`config.mk`:
```
export PLATFORM = sky130hd
export DESIGN_NAME = stopwatch_ctrl
export DESIGN_NICKNAME = d
export VERILOG_FILES = /design/src/rtl/stopwatch_ctrl.sv
export SDC_FILE = /design/constraint.sdc
export NUM_CORES = 1
export LEC_CHECK = 0
export ABC_AREA = 1
export BUFFER_PORTS_ARGS = -buffer_cell sky130_fd_sc_hd__buf_2
export CORE_MARGIN = 2
export CORE_UTILIZATION = 40
export CTS_BUF_LIST = sky130_fd_sc_hd__clkbuf_4
export CTS_CLUSTER_DIAMETER = 150
export CTS_CLUSTER_SIZE = 8
export DETAILED_ROUTE_END_ITERATION = 12
export REMOVE_ABC_BUFFERS = 1
export SYNTH_ARGS = -nofsm -noshare
export SYNTH_HDL_FRONTEND = slang
export SYNTH_SLANG_ARGS = --single-unit
```
`constraint.sdc`:
```
create_clock -name clock -period 2.6 [get_ports clock]
set_input_delay 0.39 -clock clock [delete_from_list [all_inputs] [get_ports clock]]
set_output_delay 0.39 -clock clock [all_outputs]
set_load 0.01 [all_outputs]
```
`src/rtl/stopwatch_ctrl.sv`:
```
`default_nettype none
// ============================================================================
// Module      : stopwatch_ctrl
// Description : Run/pause/lap/clear sequencer for the stopwatch. Synchronises
//               and debounces two raw buttons, runs the 4-state FSM and
//               generates the 0.1 s count tick, clear pulse and lap hold flag.
// Revision    : 1.0 - initial release
// ============================================================================
module stopwatch_ctrl #(
    parameter int CLK_HZ          = 125_000_000,
    parameter int TICK_HZ         = 10,
    parameter int DEBOUNCE_CYCLES = 1_250_000
) (
    input  logic       clock,
    input  logic       reset,
    input  logic       btn_run,
    input  logic       btn_lap,
    output logic       run_en,
    output logic       tick,
    output logic       clr,
    output logic       hold,
    output logic [1:0] state,
    output logic       led
);

    localparam int c_div = CLK_HZ / TICK_HZ;
    localparam int c_pw  = $clog2(c_div);
    localparam int c_dw  = $clog2(DEBOUNCE_CYCLES + 1);
    localparam logic [c_pw-1:0] c_presc_max = c_pw'(c_div - 1);
    localparam logic [c_dw-1:0] c_db_max    = c_dw'(DEBOUNCE_CYCLES - 1);

    typedef enum logic [1:0] {
        S_IDLE  = 2'b00,
        S_RUN   = 2'b01,
        S_PAUSE = 2'b10,
        S_LAP   = 2'b11
    } state_t;

    logic [1:0]      w_raw;
    logic [1:0]      w_press;
    logic            w_run_p;
    logic            w_lap_p;
    logic            w_clear;
    state_t          r_state;
    state_t          w_next;
    logic [c_pw-1:0] r_presc;
    logic            r_tick;
    logic            r_clr;
    logic            r_led;

    assign w_raw = {btn_lap, btn_run};

    // One synchroniser + debouncer + rising-edge detector per button
    for (genvar i = 0; i < 2; i++) begin : g_btn
        logic            r_sync1;
        logic            r_sync2;
        logic            r_stable;
        logic            r_stable_d;
        logic            r_press;
        logic [c_dw-1:0] r_cnt;

        // Stable level follows the synced input only after a full run of mismatches
        always_ff @(posedge clock or posedge reset) begin
            if (reset) begin
                r_sync1    <= 1'b0;
                r_sync2    <= 1'b0;
                r_stable   <= 1'b0;
                r_stable_d <= 1'b0;
                r_press    <= 1'b0;
                r_cnt      <= '0;
            end else begin
                r_sync1    <= w_raw[i];
                r_sync2    <= r_sync1;
                r_stable_d <= r_stable;
                r_press    <= r_stable & ~r_stable_d;
                if (r_sync2 != r_stable) begin
                    if (r_cnt == c_db_max) begin
                        r_stable <= r_sync2;
                        r_cnt    <= '0;
                    end else begin
                        r_cnt <= r_cnt + c_dw'(1);
                    end
                end else begin
                    r_cnt <= '0;
                end
            end
        end

        assign w_press[i] = r_press;
    end

    assign w_run_p = w_press[0];
    assign w_lap_p = w_press[1];

    // State register
    always_ff @(posedge clock or posedge reset) begin
        if (reset) begin
            r_state <= S_IDLE;
        end else begin
            r_state <= w_next;
        end
    end

    // Next-state decode; run press takes priority over a simultaneous lap press
    always_comb begin
        w_next  = r_state;
        w_clear = 1'b0;
        case (r_state)
            S_IDLE: begin
                if (w_run_p) w_next = S_RUN;
            end
            S_RUN: begin
                if (w_run_p)      w_next = S_PAUSE;
                else if (w_lap_p) w_next = S_LAP;
            end
            S_LAP: begin
                if (w_run_p)      w_next = S_PAUSE;
                else if (w_lap_p) w_next = S_RUN;
            end
            S_PAUSE: begin
                if (w_run_p) begin
                    w_next = S_RUN;
                end else if (w_lap_p) begin
                    w_next  = S_IDLE;
                    w_clear = 1'b1;
                end
            end
            default: w_next = S_IDLE;
        endcase
    end

    assign run_en = (r_state == S_RUN) || (r_state == S_LAP);
    assign hold   = (r_state == S_LAP);

    // Prescaler, tick, led and clear pulse; a tick scheduled at RUN->PAUSE is still emitted
    always_ff @(posedge clock or posedge reset) begin
        if (reset) begin
            r_presc <= '0;
            r_tick  <= 1'b0;
            r_clr   <= 1'b0;
            r_led   <= 1'b0;
        end else begin
            r_clr  <= w_clear;
            r_tick <= run_en && (r_presc == c_presc_max);
            if (w_clear) begin
                r_presc <= '0;
                r_led   <= 1'b0;
            end else if (run_en) begin
                if (r_presc == c_presc_max) begin
                    r_presc <= '0;
                    r_led   <= ~r_led;
                end else begin
                    r_presc <= r_presc + c_pw'(1);
                end
            end
        end
    end

    assign tick  = r_tick;
    assign clr   = r_clr;
    assign led   = r_led;
    assign state = r_state;

endmodule
`default_nettype wire

```
* Word level (Yosys, flattened, before mapping)
Cells that the tools add are included.
Operators by class: equality and inequality tests 12, reductions and logical operators 9, bitwise operators 5, add/sub/neg operators 3, multiplexer cells 21
Operator list (count):
- $mux W21 | 4
- $mux W24 | 3
- $add A21 B1 Y21 const B | 2
- $eq A21 B21 Y1 const B | 2
- $add A24 B1 Y24 const B | 1
- $eq A24 B24 Y1 const B | 1
- $mux W2 | 7
- $pmux W2 S4 | 1
- $mux W1 | 6
- $ne A3 B3 Y1 const B | 2
- $reduce_and A2 Y1 | 3
- $eq A2 B2 Y1 const B | 2
- $reduce_and A4 Y1 | 1
- $reduce_bool A2 Y1 | 2
- $ne A3 B1 Y1 const B | 1
- $not A1 Y1 | 3
- $and A1 B1 Y1 | 2
- $eq A2 B1 Y1 const B | 1
- $logic_not A2 Y1 | 1
- $ne A1 B1 Y1 | 2
- $ne A2 B2 Y1 const B | 1
- $logic_and A1 B1 Y1 | 1
- $logic_or A1 B1 Y1 | 1
Storage, ports and cells: input bits 4, output and inout bits 7, register bits 81

* Longest topological paths before layout
depth in word-level cells 5, depth in mapped cells 10, depth with buffers taken out 10

* Least setup slack after synthesis
No wires, ideal clock.
path type flip-flop to flip-flop, start point reg g_btn[1].r_cnt[0], end point reg g_btn[1].r_cnt[12], stages on the path, launching flop included 11, arrival time 1.331 ns, setup slack 1.149 ns, path buffers 0, period minus slack after synthesis 1.451 ns, path through dfrtp_1 -> ha_1 -> nand2_2 -> nor2_1 -> inv_1 -> nor2_1 -> nand3_1 -> nand2_2 -> inv_2 -> nand2_1 -> nor2_1
On the way: cells in the longest elaborated chain, start to end 3, elaborated cells on any way between the ends 4, those cells by class add/sub: 1; eq/ne: 1; mux: 2
Ends and longest elaborated chain:
- from (decl) | RTL line 60 | logic [c_dw-1:0] r_cnt;
- from (signal assigned) | RTL line 81 | r_cnt <= r_cnt + c_dw'(1);
- $add A21 B1 Y21 or $eq A21 B21 Y1 (tied branches) | RTL line 81, 77
- $mux W21 (*) | RTL line 77 | if (r_cnt == c_db_max) begin
- $mux W21 (*) | RTL line 76 | if (r_sync2 != r_stable) begin
Every way passes the cells marked *; elsewhere a longest branch is shown, timed or not. A chain may end at the register's enable or synchronous reset.

* Worst setup path in the final report
Same ends and word-level chain as after synthesis.

==> results.toml <==
[cells_and_area]
seqCellArea_um2 = 2027
syn_to_final_growth_pct = 7.694
layout_common_cells = "nand2_1, nor2_1, dfrtp_1"
diodes = 0
fill_cells = 1106
layout-drive-gt1-share_pct = 14.69
final_common_cell = "nand2_1"
multi_input_area_um2 = 2191
layout.nets = 608

[setup_path]
start_kind = "flop"
reg2reg_slack_ns = 0.91
slowest_delay_ns = 0.48
slowest_stage = "dfrtp_1"
path_buf_inv = 2
crit_chain = "ha_1 > nand2_2 > nor2_1 > inv_1 > nor2_1 > nand3_1 > nand2_2 > inv_2 > nand2_1 > nor2_1"
cp.arrival_ns = 2.04
required_ns = 2.95
crit_fanout = 9
crit_family = "simple AND/OR/NAND/NOR gates"
worstSetupEndpointType = "flop"
r2r_end = "g_btn[1].r_cnt[12]"
ff2ff_path_depth = 10
crit_type = "reg -> reg"
r2r-start = "g_btn[1].r_cnt[0]"
cp_common_cell = "nor2_1"

[synth]
ys_seq_area_share_pct = 44.52
synthMuxAreaShare_pct = 0
synth-warning-count = 0
syn_avg_cell_area_um2 = 7.810
yosys-top-cells-area = "dfrtp_1, nand2_1, nor2_1, inv_1, xor2_1"
yosysTopAreaCellShare_pct = 44.52
synth-adder-area-share_pct = 0.8244
ys_ff_latch = 81
syn_area_um2 = 4553
synthCells = 583
yosys.area_share.simple_pct = 38.80
yosysUniqueCellTypes = 38
synth_compound_area_share_pct = 3.105
synth_xor_area_share_pct = 5.386
synth_area_leader_cell = "dfrtp_1"
synth_top_family_by_area = "simple AND/OR/NAND/NOR gates"

[floorplan]
die-area_um2 = 12250
die_h_um = 110.7
pin_count = 11
start_util_pct = 41.46
core_um2 = 10980
die_w_um = 110.7
rows = 38

[outcome]
status = "finished, final reports clean"

[power]
power.share.clock_pct = 36.0
swShare_pct = 24.72
seq_power_share_pct = 61.2
cellInternalPower_mw = 1.577
combPwrFrac_pct = 2.9
powerDensity_nw_per_um2 = 427.2
p_sw_mw = 0.5178
p_leak_nw = 2.185
ir_worst_vdd_uv = 208.6

[detailed_routing]
ant_nets = 0
wirelength_mm = 9.360
vias = 3660
drt_first_pass_iters = 4
wl_per_cell_um = 12.55
drc_errors = 0
viasPerCell = 4.906
drt-initial-drc-count = 181

[timing]
maxSlewHeadroom_pct = 46.41
period_share_pct = 65.02
final-setup-viol-count = 0
max_freq_mhz = 591.5
fin_crit_ns = 1.691
worst_slew_pin_slew_ns = 0.8029
whs_ns = 0.03367
fin_setup_tns_ns = 0
hold_viol_final = 0
drv_slew = 0
fin_worst_skew_ns = 0.02101
rsz0062_at_grt = "no"

[cts]
cts.sink_count = 81
post-cts-setup-buffers = 0
post_cts_resized = 0
cts.reportedPaths.clkPinSlew_ns = 0.15
cts-htree-levels = 3
cts_tree = "done"
cts_buffer_depth = 2
insertion_delay_ns = 0.46
ctsHoldBuffers = 0
clockRootBuffer = "clkbuf_4"
cts_buffers = 9

[global_route]
grt_pass1_wl_mm = 16.58
overflow = 0
grtUsageTotal_pct = 16.46
use_met3_pct = 3.335
use_met2_pct = 26.50
use_met1_pct = 21.88
antenna_found_initial = 0
grt_pass1_vias = 3605
top_usage_layer = "met2"
grt_max_degree = 47

[worst_hold_path]
hold_class = "in -> async"

[place]
port_buffers = 10
dp_hpwl_mm = 6.939
gp_congestion = 0.9258

[flow_run]
max-cap-violations = 0
## final cells by class
type	count	area share (%)
inverters	78	6.150
flip-flops and latches	81	41.34
well taps	140	3.572
clock buffers	9	1.378
multi-input cells	420	44.68
clock inverters	7	1.454
repair buffers	11	1.429
## how the worst max path moves through the flow
stage | from | to | slack (ns) | cells after the start
2_1_floorplan | reset | clr | 0.13 | 1
3_3_place_gp | state[0] | r_presc[20] | 0.94 | 7
3_5_place_dp | g_btn[1].r_cnt[0] | g_btn[1].r_cnt[12] | 0.91 | 10
4_1_cts | state[0] | hold | 0.86 | 3
5_1_grt | state[0] | hold | 0.74 | 3
6_report | g_btn[1].r_cnt[0] | g_btn[1].r_cnt[12] | 0.91 | 10
## through the flow
stage	instances	worst slack [ns]	util, %	power (mW)	cell area [um^2]
after floorplan	579	0.1299	-	1.345	4518
after global placement	730	0.9434	43.38	1.367	4765
after detailed placement	730	0.9095	43.38	1.369	4765
after CTS	746	0.8638	44.65	2.131	4903
after global routing	746	0.7381	44.65	2.187	4903
final	746	0.9094	44.65	2.095	4903
## power groups by stage
| stage | registers (mW) | logic [mW] | clock network (mW) |
|---|---|---|---|
| 6_report | 1.28 | 0.0597 | 0.753 |
| 2_1_floorplan | 1.30 | 0.0421 | 0 |
| 4_1_cts | 1.28 | 0.0635 | 0.786 |
| 5_1_grt | 1.28 | 0.0721 | 0.832 |
| 3_5_place_dp | 1.31 | 0.0633 | 0 |
| 3_3_place_gp | 1.30 | 0.0625 | 0 |
## sequential cells by signal (all words and copies together) (netlist names)
signal and count:
g_btn.r_stable_d 2, g_btn.r_sync1 2, clr 1, led 1
g_btn.r_press 2, g_btn.r_stable 2, state 2, g_btn.r_sync2 2
tick 1, g_btn.r_cnt 42, r_presc 24
## per-layer routing
metal	up-vias	routed length (um)	share of wire, %
met5	-	0	0
met4	0	184	2.0
met3	13	290	3.1
met2	51	4267	46
met1	1712	4618	49
li1	1884	-	-
## cell usage after synthesis, drive strengths merged
master / instances
a41oi: 1
a21boi: 1
xnor2: 5
buf: 2
o21ai: 12
nor2: 129
or2: 2
nand3: 38
dfrtp: 81
nand2: 135
o21bai: 1
nor4: 1
inv: 78
xor2: 23
a21oi: 10
clkbuf: 2
a211oi: 1
nor3b: 4
nand4: 24
and2: 1
ha: 3
nor3: 27
nand3b: 2
## cell families after synthesis
family	Yosys count
buf+inv	82
simple gates	363
compound gates	26
xor+xnor	28
flops	81
fa+ha+maj	3
Power figures use the tool's default switching activity.
